`src/rtl/ctrl_pipe_reg.sv`:
```
// rtl/ctrl_pipe_reg.sv - control-word pipeline with bubble, hold, flush and per-stage valid
//
// Carries decoded control words from ID through DEPTH registered stages
// (stage 0 = ID/EX). Per edge the action priority is flush > hold > bubble > shift.
// Optional statistics counters are built when CTRL_PIPE_STATS_EN is defined.
//
// Ports:
//   clk_i, rst_i     clock (rising edge), asynchronous active-high reset
//   ctrl_i           control word from the decoder
//   bubble_i         inject NOP into stage 0
//   hold_i           freeze all stages
//   flush_i          kill incoming word and stages 0..FLUSH_STAGES-1
//   ctrl_o           stage k word at [k*CTRL_W +: CTRL_W]
//   valid_o          bit k = stage k holds a real instruction
//   bubble_cnt_o     bubbles inserted (0 without CTRL_PIPE_STATS_EN)
//   flush_cnt_o      flush events (0 without CTRL_PIPE_STATS_EN)
module ctrl_pipe_reg #(
  parameter int                CTRL_W       = 8,
  parameter int                DEPTH        = 3,
  parameter int                FLUSH_STAGES = 1,
  parameter logic [CTRL_W-1:0] NOP_VALUE    = '0
) (
  input  logic                    clk_i,
  input  logic                    rst_i,
  input  logic [CTRL_W-1:0]       ctrl_i,
  input  logic                    bubble_i,
  input  logic                    hold_i,
  input  logic                    flush_i,
  output logic [DEPTH*CTRL_W-1:0] ctrl_o,
  output logic [DEPTH-1:0]        valid_o,
  output logic [15:0]             bubble_cnt_o,
  output logic [15:0]             flush_cnt_o
);

  logic [CTRL_W-1:0] stage_q [DEPTH];
  logic [CTRL_W-1:0] stage_d [DEPTH];
  logic [DEPTH-1:0]  valid_q;
  logic [DEPTH-1:0]  valid_d;

  always_comb begin
    for (int k = 0; k < DEPTH; k++) begin
      stage_d[k] = stage_q[k];
    end
    valid_d = valid_q;

    if (flush_i) begin
      // Stage 0 is always killed by a flush (FLUSH_STAGES >= 1).
      stage_d[0] = NOP_VALUE;
      valid_d[0] = 1'b0;
      for (int k = 1; k < DEPTH; k++) begin
        if (hold_i) begin
          // Held flush: only the flushed stages are cleared, the rest stay put.
          if (k < FLUSH_STAGES) begin
            stage_d[k] = NOP_VALUE;
            valid_d[k] = 1'b0;
          end
        end else begin
          // Moving flush: stage FLUSH_STAGES would receive a killed word, so
          // it is cleared too; everything older shifts normally.
          if (k <= FLUSH_STAGES) begin
            stage_d[k] = NOP_VALUE;
            valid_d[k] = 1'b0;
          end else begin
            stage_d[k] = stage_q[k-1];
            valid_d[k] = valid_q[k-1];
          end
        end
      end
    end else if (!hold_i) begin
      stage_d[0] = bubble_i ? NOP_VALUE : ctrl_i;
      valid_d[0] = ~bubble_i;
      for (int k = 1; k < DEPTH; k++) begin
        stage_d[k] = stage_q[k-1];
        valid_d[k] = valid_q[k-1];
      end
    end
  end

  always_ff @(posedge clk_i or posedge rst_i) begin
    if (rst_i) begin
      for (int k = 0; k < DEPTH; k++) begin
        stage_q[k] <= NOP_VALUE;
      end
      valid_q <= '0;
    end else begin
      for (int k = 0; k < DEPTH; k++) begin
        stage_q[k] <= stage_d[k];
      end
      valid_q <= valid_d;
    end
  end

  for (genvar g = 0; g < DEPTH; g++) begin : g_out
    assign ctrl_o[g*CTRL_W +: CTRL_W] = stage_q[g];
  end
  assign valid_o = valid_q;

`ifdef CTRL_PIPE_STATS_EN
  logic [15:0] bubble_cnt_q;
  logic [15:0] bubble_cnt_d;
  logic [15:0] flush_cnt_q;
  logic [15:0] flush_cnt_d;

  always_comb begin
    bubble_cnt_d = bubble_cnt_q;
    flush_cnt_d  = flush_cnt_q;
    // A bubble only counts when it is the action actually taken.
    if (bubble_i && !hold_i && !flush_i && (bubble_cnt_q != 16'hFFFF)) begin
      bubble_cnt_d = bubble_cnt_q + 16'd1;
    end
    if (flush_i && (flush_cnt_q != 16'hFFFF)) begin
      flush_cnt_d = flush_cnt_q + 16'd1;
    end
  end

  always_ff @(posedge clk_i or posedge rst_i) begin
    if (rst_i) begin
      bubble_cnt_q <= 16'h0000;
      flush_cnt_q  <= 16'h0000;
    end else begin
      bubble_cnt_q <= bubble_cnt_d;
      flush_cnt_q  <= flush_cnt_d;
    end
  end

  assign bubble_cnt_o = bubble_cnt_q;
  assign flush_cnt_o  = flush_cnt_q;
`else
  assign bubble_cnt_o = 16'h0000;
  assign flush_cnt_o  = 16'h0000;
`endif

endmodule

```
`config.mk`:
```
export PLATFORM = sky130hd
export DESIGN_NAME = ctrl_pipe_reg
export DESIGN_NICKNAME = d
export VERILOG_FILES = /design/src/rtl/ctrl_pipe_reg.sv
export SDC_FILE = /design/constraint.sdc
export NUM_CORES = 1
export LEC_CHECK = 0
export BUFFER_PORTS_ARGS = -buffer_cell sky130_fd_sc_hd__buf_4
export CAP_MARGIN = 20
export CORE_UTILIZATION = 47
export DETAILED_ROUTE_END_ITERATION = 16
export PLACE_DENSITY = 0.86
export SYNTH_ARGS = -nofsm -noshare
export SYNTH_HDL_FRONTEND = slang
export SYNTH_SLANG_ARGS = --single-unit
```
`constraint.sdc`:
```
create_clock -name clk_i -period 2 [get_ports clk_i]
set_input_delay 0.4 -clock clk_i [delete_from_list [all_inputs] [get_ports clk_i]]
set_output_delay 0.4 -clock clk_i [all_outputs]
set_load 0.02 [all_outputs]
```
# Word level (Yosys, flattened, before mapping)
# Index checks and enable logic that the tools add are counted.
[totals]
input_bits = 13
ff_bits = 27
[op_classes]
n_eq_ne = 1
bitwise_logic = 1
n_mux = 9
[op_table]
columns = ["cell", "count"]
rows = [
  ["24-bit two-way mux", 2],
  ["8-bit two-way mux", 3],
  ["3-bit two-way mux", 2],
  ["1-bit two-way mux", 2],
  ["2-bit by 1-bit != test with 1-bit output, second input constant", 1],
  ["1-bit inverter", 1],
]

# Logic depth before layout (Yosys ltp)
# Gate-level depths: netlist of the first run.
[logic_depth]
depth_word = 3
ltp_mapped = 3

# Least setup slack after synthesis of the first run
# Ideal clock, no wire load.
[synth_timing]
path_kind = "input to register"
startpoint = "input port hold_i"
endpoint = "register stage_q (netlist bit ctrl_o[0])"
arrival_ns = 0.837
t_required_ns = 1.878
setup_ns = 0.122
slack_ns = 1.041
path_stages = 3
cell_sequence = "nor2b_1 > buf_2 > a32o_1"
[synth_between]
elab_chain_len = 1
[synth_rtl]
columns = ["element", "line", "text"]
rows = [
  ["start, declared", "27", "input logic hold_i,"],
  ["2-bit by 1-bit != test with 1-bit output (no source line)", "n/a", ""],
  ["end signal, assigned by index", "87", "stage_q[k] <= stage_d[k];"],
  ["end, declared", "35", "logic [CTRL_W-1:0] stage_q [DEPTH];"],
]
# No other way between the ends.
# A chain may end at the register's enable or synchronous reset.

# Final worst setup path of the first run
[layout_timing]
startpoint = "register stage_q (netlist bit ctrl_o[3])"
endpoint = "output port ctrl_o[3]"
[layout_rtl]
columns = ["element", "line", "text"]
rows = [
  ["end, declared", "29", "output logic [DEPTH*CTRL_W-1:0] ctrl_o,"],
]
# No word-level cell between the ends.

==> results of run 1 <==
## per-layer routing
| layer | vias to the layer above | track usage [%] |
|---|---|---|
| li1 | 355 | - |
| met1 | 370 | 16.58 |
| met2 | 54 | 25.70 |
| met3 | 2 | 3.005 |
| met4 | 0 | 8.750 |
| met5 | - | 0 |
## cell type report
class                   instances  area [um^2]  area share [%]
multi-input cells              63        412.9           28.25
flip-flops and latches         27        675.6           46.23
repair buffers                 40        300.3           20.55
clock inverters                 1        5.005          0.3425
clock buffers                   3        22.52           1.541
well taps                      30        37.54           2.568
inverters                       2        7.507          0.5137
## synth_stat cells
library cell	count	area share, %
sky130_fd_sc_hd__a22o_1	9	6.0
sky130_fd_sc_hd__dfrtp_1	27	51
sky130_fd_sc_hd__conb_1	1	0.28
sky130_fd_sc_hd__nand2_1	1	0.28
sky130_fd_sc_hd__nor2b_1	1	0.47
sky130_fd_sc_hd__a32o_1	8	6.1
sky130_fd_sc_hd__a21oi_1	1	0.38
sky130_fd_sc_hd__inv_1	2	0.57
sky130_fd_sc_hd__or2_1	1	0.47
sky130_fd_sc_hd__mux2_1	9	7.7
sky130_fd_sc_hd__nor2_4	1	0.85
sky130_fd_sc_hd__buf_2	2	0.76
sky130_fd_sc_hd__buf_4	41	23
sky130_fd_sc_hd__buf_6	2	1.7
## flip-flops by register name, summed over array words and instances, names as in the netlist
register and cells:
ctrl_o 24, valid_o 3
## cells by family (layout without fill, tap and decap cells)
kind of cell    after synthesis  after routing  share of synthesized area, %
simple gates                  4              4                         2.086
flops                        27             27                         51.18
mux                           9              9                         7.678
buf+inv                      47             46                         26.35
compound gates               18             18                         12.42
other cells                   1             32                        0.2841
## final timing paths
check                      startpoint         end  slack, ps  cells after the start
setup reg to reg           ctrl_o[10]  ctrl_o[18]       1170                      1
setup / recovery            ctrl_o[3]   ctrl_o[3]        690                      1
hold reg to reg            ctrl_o[21]  ctrl_o[21]        510                      1
hold / removal                  rst_i  ctrl_o[22]        120                      3
min in group clk_i            flush_i  valid_o[0]        260                      2
max in group asynchronous       rst_i   ctrl_o[2]       1630                      3
## power by group
part	switching (mW)	total [mW]	internal, mW
clock	0.148	0.222	0.0748
combinational	0.123	0.182	0.0581
sequential	0.0137	0.579	0.566
==> flow_summary.yaml, run 1 <==
critical_path:
  required_time_at_the_worst_slack_endpoint_ps: 1600
  critical_path.endpoint_type: "output pin"
  timing.critical_path.max_delay_family: "flip-flops"
  cp_num_buf_inv: 1
  critical_path.startpoint_type: "flip-flop"
  criticalPathCategory: "flip-flop to output pin"
  crit_fanout: 3
  crit_chain: "buf_4"
  slowest_stage: "sky130_fd_sc_hd__dfrtp_1"
  critical_path_max_stage_delay_ps: 430
  crit_arrival_ps: 910
place:
  post-place-cells: 162
  port-buffer-count: 39
  dpl_cell_area_um2: 1434
  dp_hpwl_um: 1593
  placement.setup.worst_slack_ps: 565.8
  globalplace.congestion: 0.6812
finish:
  proportion_of_layout_cells_with_a_drive_suffix_above_1_pct: 33.09
  filler_cell_count: 229
  diodes: 0
  layout_commonest_cell: "sky130_fd_sc_hd__buf_4"
  post-route-cell-area_um2: 1461
  final_util_pct: 56.92
  num-nets-final: 150
  finish.cell_count_without_fillers: 166
  flow.area_growth_from_synthesis_pct: 10.71
  layout.cells.most_common_list: "40 x sky130_fd_sc_hd__buf_4, 32 x sky130_fd_sc_hd__conb_1, 27 x sky130_fd_sc_hd__dfrtp_1"
global_routing:
  antenna_found_initial: 0
  grt_pass1_wl_um: 3022
  grt_remaining_overflow: 0
  global_route.usage.total_pct: 14.79
  grt_max_degree: 28
  first_global_vias: 622
clocking:
  clk_root_buffer_cell: "sky130_fd_sc_hd__clkbuf_4"
  htree_levels: 1
  cts-root-to-sink-buffers: 2
  cts.repair_timing.setup_buffer_count: 0
  clk_latency_ps: 310
  tritoncts: "yes"
  cts.clk_slew.worst_paths_ps: 140
  cts.hold.buffers_added: 0
  post_cts.resized_instances: 0
  cts_sinks: 27
  tritoncts.num_buffers: 3
sta:
  post-route-min-period_ps: 1312
  fin_hold_ws_ps: 122.1
  hold_violations: 0
  timing.fmax_mhz: 762.2
  final_setup_margin_ps: 687.9
  grt_setup_unrepaired: "false"
  timing.final.max_slew_violations: 0
  max_slew_margin_pct: 63.61
  finalCritPeriodShare_pct: 65.60
  worst_pin_slew_ps: 544.7
  setup-violations-final: 0
  timing.clock.skew_ps: 7.437
  finalSetupTns_ps: 0
routing:
  met3_length_um: 203
  detail_route.drc_violations: 0
  num_vias: 781
  antenna_left: 0
  wl_um: 2104
  detail_route.wl_per_cell_um: 12.67
  top_layer: "met4"
  wl_met2_um: 1110
  routed_via_density: 4.705
  wirelength_met1_um: 762
  drtPass1Iterations: 4
  drt_iter0_markers: 10
synth:
  post_synth_inst_count: 106
  seq_area_frac_synth_pct: 51.18
  yosys_register_bits: 27
  yosysUniqueCellTypes: 14
  syn_avg_cell_area_um2: 12.45
  yosysWarnings: 0
  syn_area_um2: 1320
die:
  design.die.area_um2: 3024
  std_cell_rows: 18
  core-area_um2: 2567
  top_level_ports: 72
  start_util_pct: 51.41
  dieWidth_um: 55.00
  die_h_um: 55.00
outcome:
  status: "completed"
run:
  maxCapViolations: 0
min_path:
  hp-class: "input pin to asynchronous set/reset pin"
power:
  power_density_of_the_placed_cells_nw_per_um2: 672.8
  static-leakage-power_nw: 0.8223
  p_total_mw: 0.9833
  max-vdd-ir-drop_mv: 0.3583
(Power assumes the default switching activity.)
==> run 2: changes to the inputs <==
Settings changed: CORE_UTILIZATION 47 to 39, PLACE_DENSITY 0.86 to 0.76.
Clock period 2 ns to 1.2 ns, I/O delays scaled along.
==> flow_summary.yaml, run 2 (synthesized netlist as in run 1, its figures left out) <==
critical_path:
  timing.critical_path.max_delay_family: "flip-flops"
  crit_chain: "buf_4"
  required_time_at_the_worst_slack_endpoint_ps: 960
  crit_fanout: 3
  cp_num_buf_inv: 1
  critical_path.endpoint_type: "output pin"
  worst-path-stages: 1
  slowest_stage: "sky130_fd_sc_hd__dfrtp_1"
  setup.worst_path.end: "ctrl_o[2]"
  worst_r2r_endpoint: "ctrl_o[2]"
  critical_path_max_stage_delay_ps: 430
  criticalPathCategory: "flip-flop to output pin"
  worst_r2r_path_depth: 2
  cp-startpoint: "ctrl_o[2]"
  r2r_slack_ps: 330
  crit_arrival_ps: 910
  critical_path.reg2reg.startpoint: "ctrl_o[2]"
  critical_path.startpoint_type: "flip-flop"
routing:
  wl_um: 2355
  detail_route.wl_per_cell_um: 12.66
  antenna_left: 0
  routed_via_density: 4.419
  drtPass1Iterations: 2
  num_vias: 822
  drt_iter0_markers: 20
  detail_route.drc_violations: 0
finish:
  diodes: 0
  finish.cell_count_without_fillers: 186
  layout_commonest_cell: "sky130_fd_sc_hd__buf_4"
  proportion_of_layout_cells_with_a_drive_suffix_above_1_pct: 35.21
  flow.area_growth_from_synthesis_pct: 16.40
  largest_register_ff_count: 24
  layout.cells.most_common_list: "43 x sky130_fd_sc_hd__buf_4, 32 x sky130_fd_sc_hd__conb_1, 27 x sky130_fd_sc_hd__dfrtp_1"
  num-nets-final: 156
run:
  maxCapViolations: 0
sta:
  fin_hold_ws_ps: 101.8
  timing.fmax_mhz: 866.4
  worst_pin_slew_ps: 589.5
  finalCritPeriodShare_pct: 96.18
  hold_violations: 0
  finalSetupTns_ps: 0
  max_slew_margin_pct: 60.62
  final_setup_margin_ps: 45.79
  timing.final.max_slew_violations: 0
  setup-violations-final: 0
  timing.clock.skew_ps: 3.982
  post-route-min-period_ps: 1154
  grt_setup_unrepaired: "false"
place:
  globalplace.congestion: 0.6849
  placement.setup.worst_slack_ps: 17.89
  dp_hpwl_um: 1829
  port-buffer-count: 39
  post-place-cells: 177
power:
  internal_power_mw: 1.178
  power.clock.fraction_pct: 22.8
  power.share.sequential_pct: 58.0
  sw_frac_of_total_pct: 29.31
  power_density_of_the_placed_cells_nw_per_um2: 1085
  max-vdd-ir-drop_mv: 0.3065
  power.switching_mw: 0.4885
  p_total_mw: 1.667
  power.combinational.fraction_pct: 19.2
  static-leakage-power_nw: 0.8505
global_routing:
  use_met1_pct: 14.99
  grt_pass1_wl_um: 3532
  antenna_found_initial: 0
  grt_max_degree: 26
  grt_util_met2_pct: 23.86
  grt_remaining_overflow: 0
  grt.busiest_layer: "met2"
  first_global_vias: 790
  global_route.usage.total_pct: 13.15
  globalRouteMet3Util_pct: 3.463
clocking:
  cts_sinks: 27
  htree_levels: 1
  cts.clk_slew.worst_paths_ps: 140
  cts-root-to-sink-buffers: 2
  clk_root_buffer_cell: "sky130_fd_sc_hd__clkbuf_4"
  tritoncts.num_buffers: 3
  clk_latency_ps: 310
  tritoncts: "yes"
die:
  die_h_um: 60.18
  start_util_pct: 42.20
  dieWidth_um: 60.18
  core-area_um2: 3128
  top_level_ports: 72
  std_cell_rows: 20
  design.die.area_um2: 3621
min_path:
  hp-class: "input pin to flip-flop"
outcome:
  status: "completed"
-- run 2: changes by cell type in the layout (fill, tap and decap cells not counted) --
cell / previous run / this run
sky130_fd_sc_hd__buf_4: 40 / 43
sky130_fd_sc_hd__buf_6: 0 / 2
sky130_fd_sc_hd__clkinv_2: 1 / 0
sky130_fd_sc_hd__clkinvlp_4: 0 / 1
sky130_fd_sc_hd__dlygate4sd3_1: 0 / 1
-- run 2: area by class of cell --
| class | count | area, um^2 |
|---|---|---|
| inverters | 2 | 7.507 |
| well taps | 44 | 55.05 |
| repair buffers | 46 | 355.3 |
| fillers | 285 | 1592 |
| clock inverters | 1 | 7.507 |
| clock buffers | 3 | 22.52 |
| multi-input cells | 63 | 412.9 |
| flip-flops and latches | 27 | 675.6 |
-- run 2: worst min-delay path by stage --
| stage | startpoint | to | depth (start not counted) |
|---|---|---|---|
| finish | flush_i | valid_o[0] | 2 |
| global placement | rst_i | ctrl_o[22] | 2 |
| CTS | flush_i | valid_o[0] | 2 |
| detailed placement | rst_i | valid_o[2] | 2 |
| floorplan | rst_i | ctrl_o[0] | 1 |
| global route | flush_i | valid_o[0] | 2 |
-- run 2: repair_timing --
| item | in CTS | in global routing |
|---|---|---|
| setup endpoints to repair | 0 | 6 |
| hold endpoints to repair | 2 | 0 |
| gates resized for setup | 0 | 2 |
| setup buffers | 0 | 4 |
| hold buffers | 1 | 0 |
-- run 2: metrics by stage --
step                      cell area (um^2)  util [%]
after floorplan                       1436         -
after global placement                1459     46.64
after detailed placement              1459     46.64
after CTS                             1499     47.92
after global routing                  1536     49.12
final                                 1536     49.12
-- run 2: power by group through the flow --
stage,clock (mW),combinational [mW],sequential (mW)
final,0.380,0.320,0.967
after global routing,0.438,0.345,0.971
after CTS,0.399,0.311,0.968
after detailed placement,0,0.308,0.985
after global placement,0,0.301,0.983
after floorplan,0,0.270,1.01
-- run 2: metal layers --
metal,wire length (um),vias to the layer above
met5,0,-
met4,7,0
met3,222,2
met2,1194,48
met1,931,407
li1,-,365
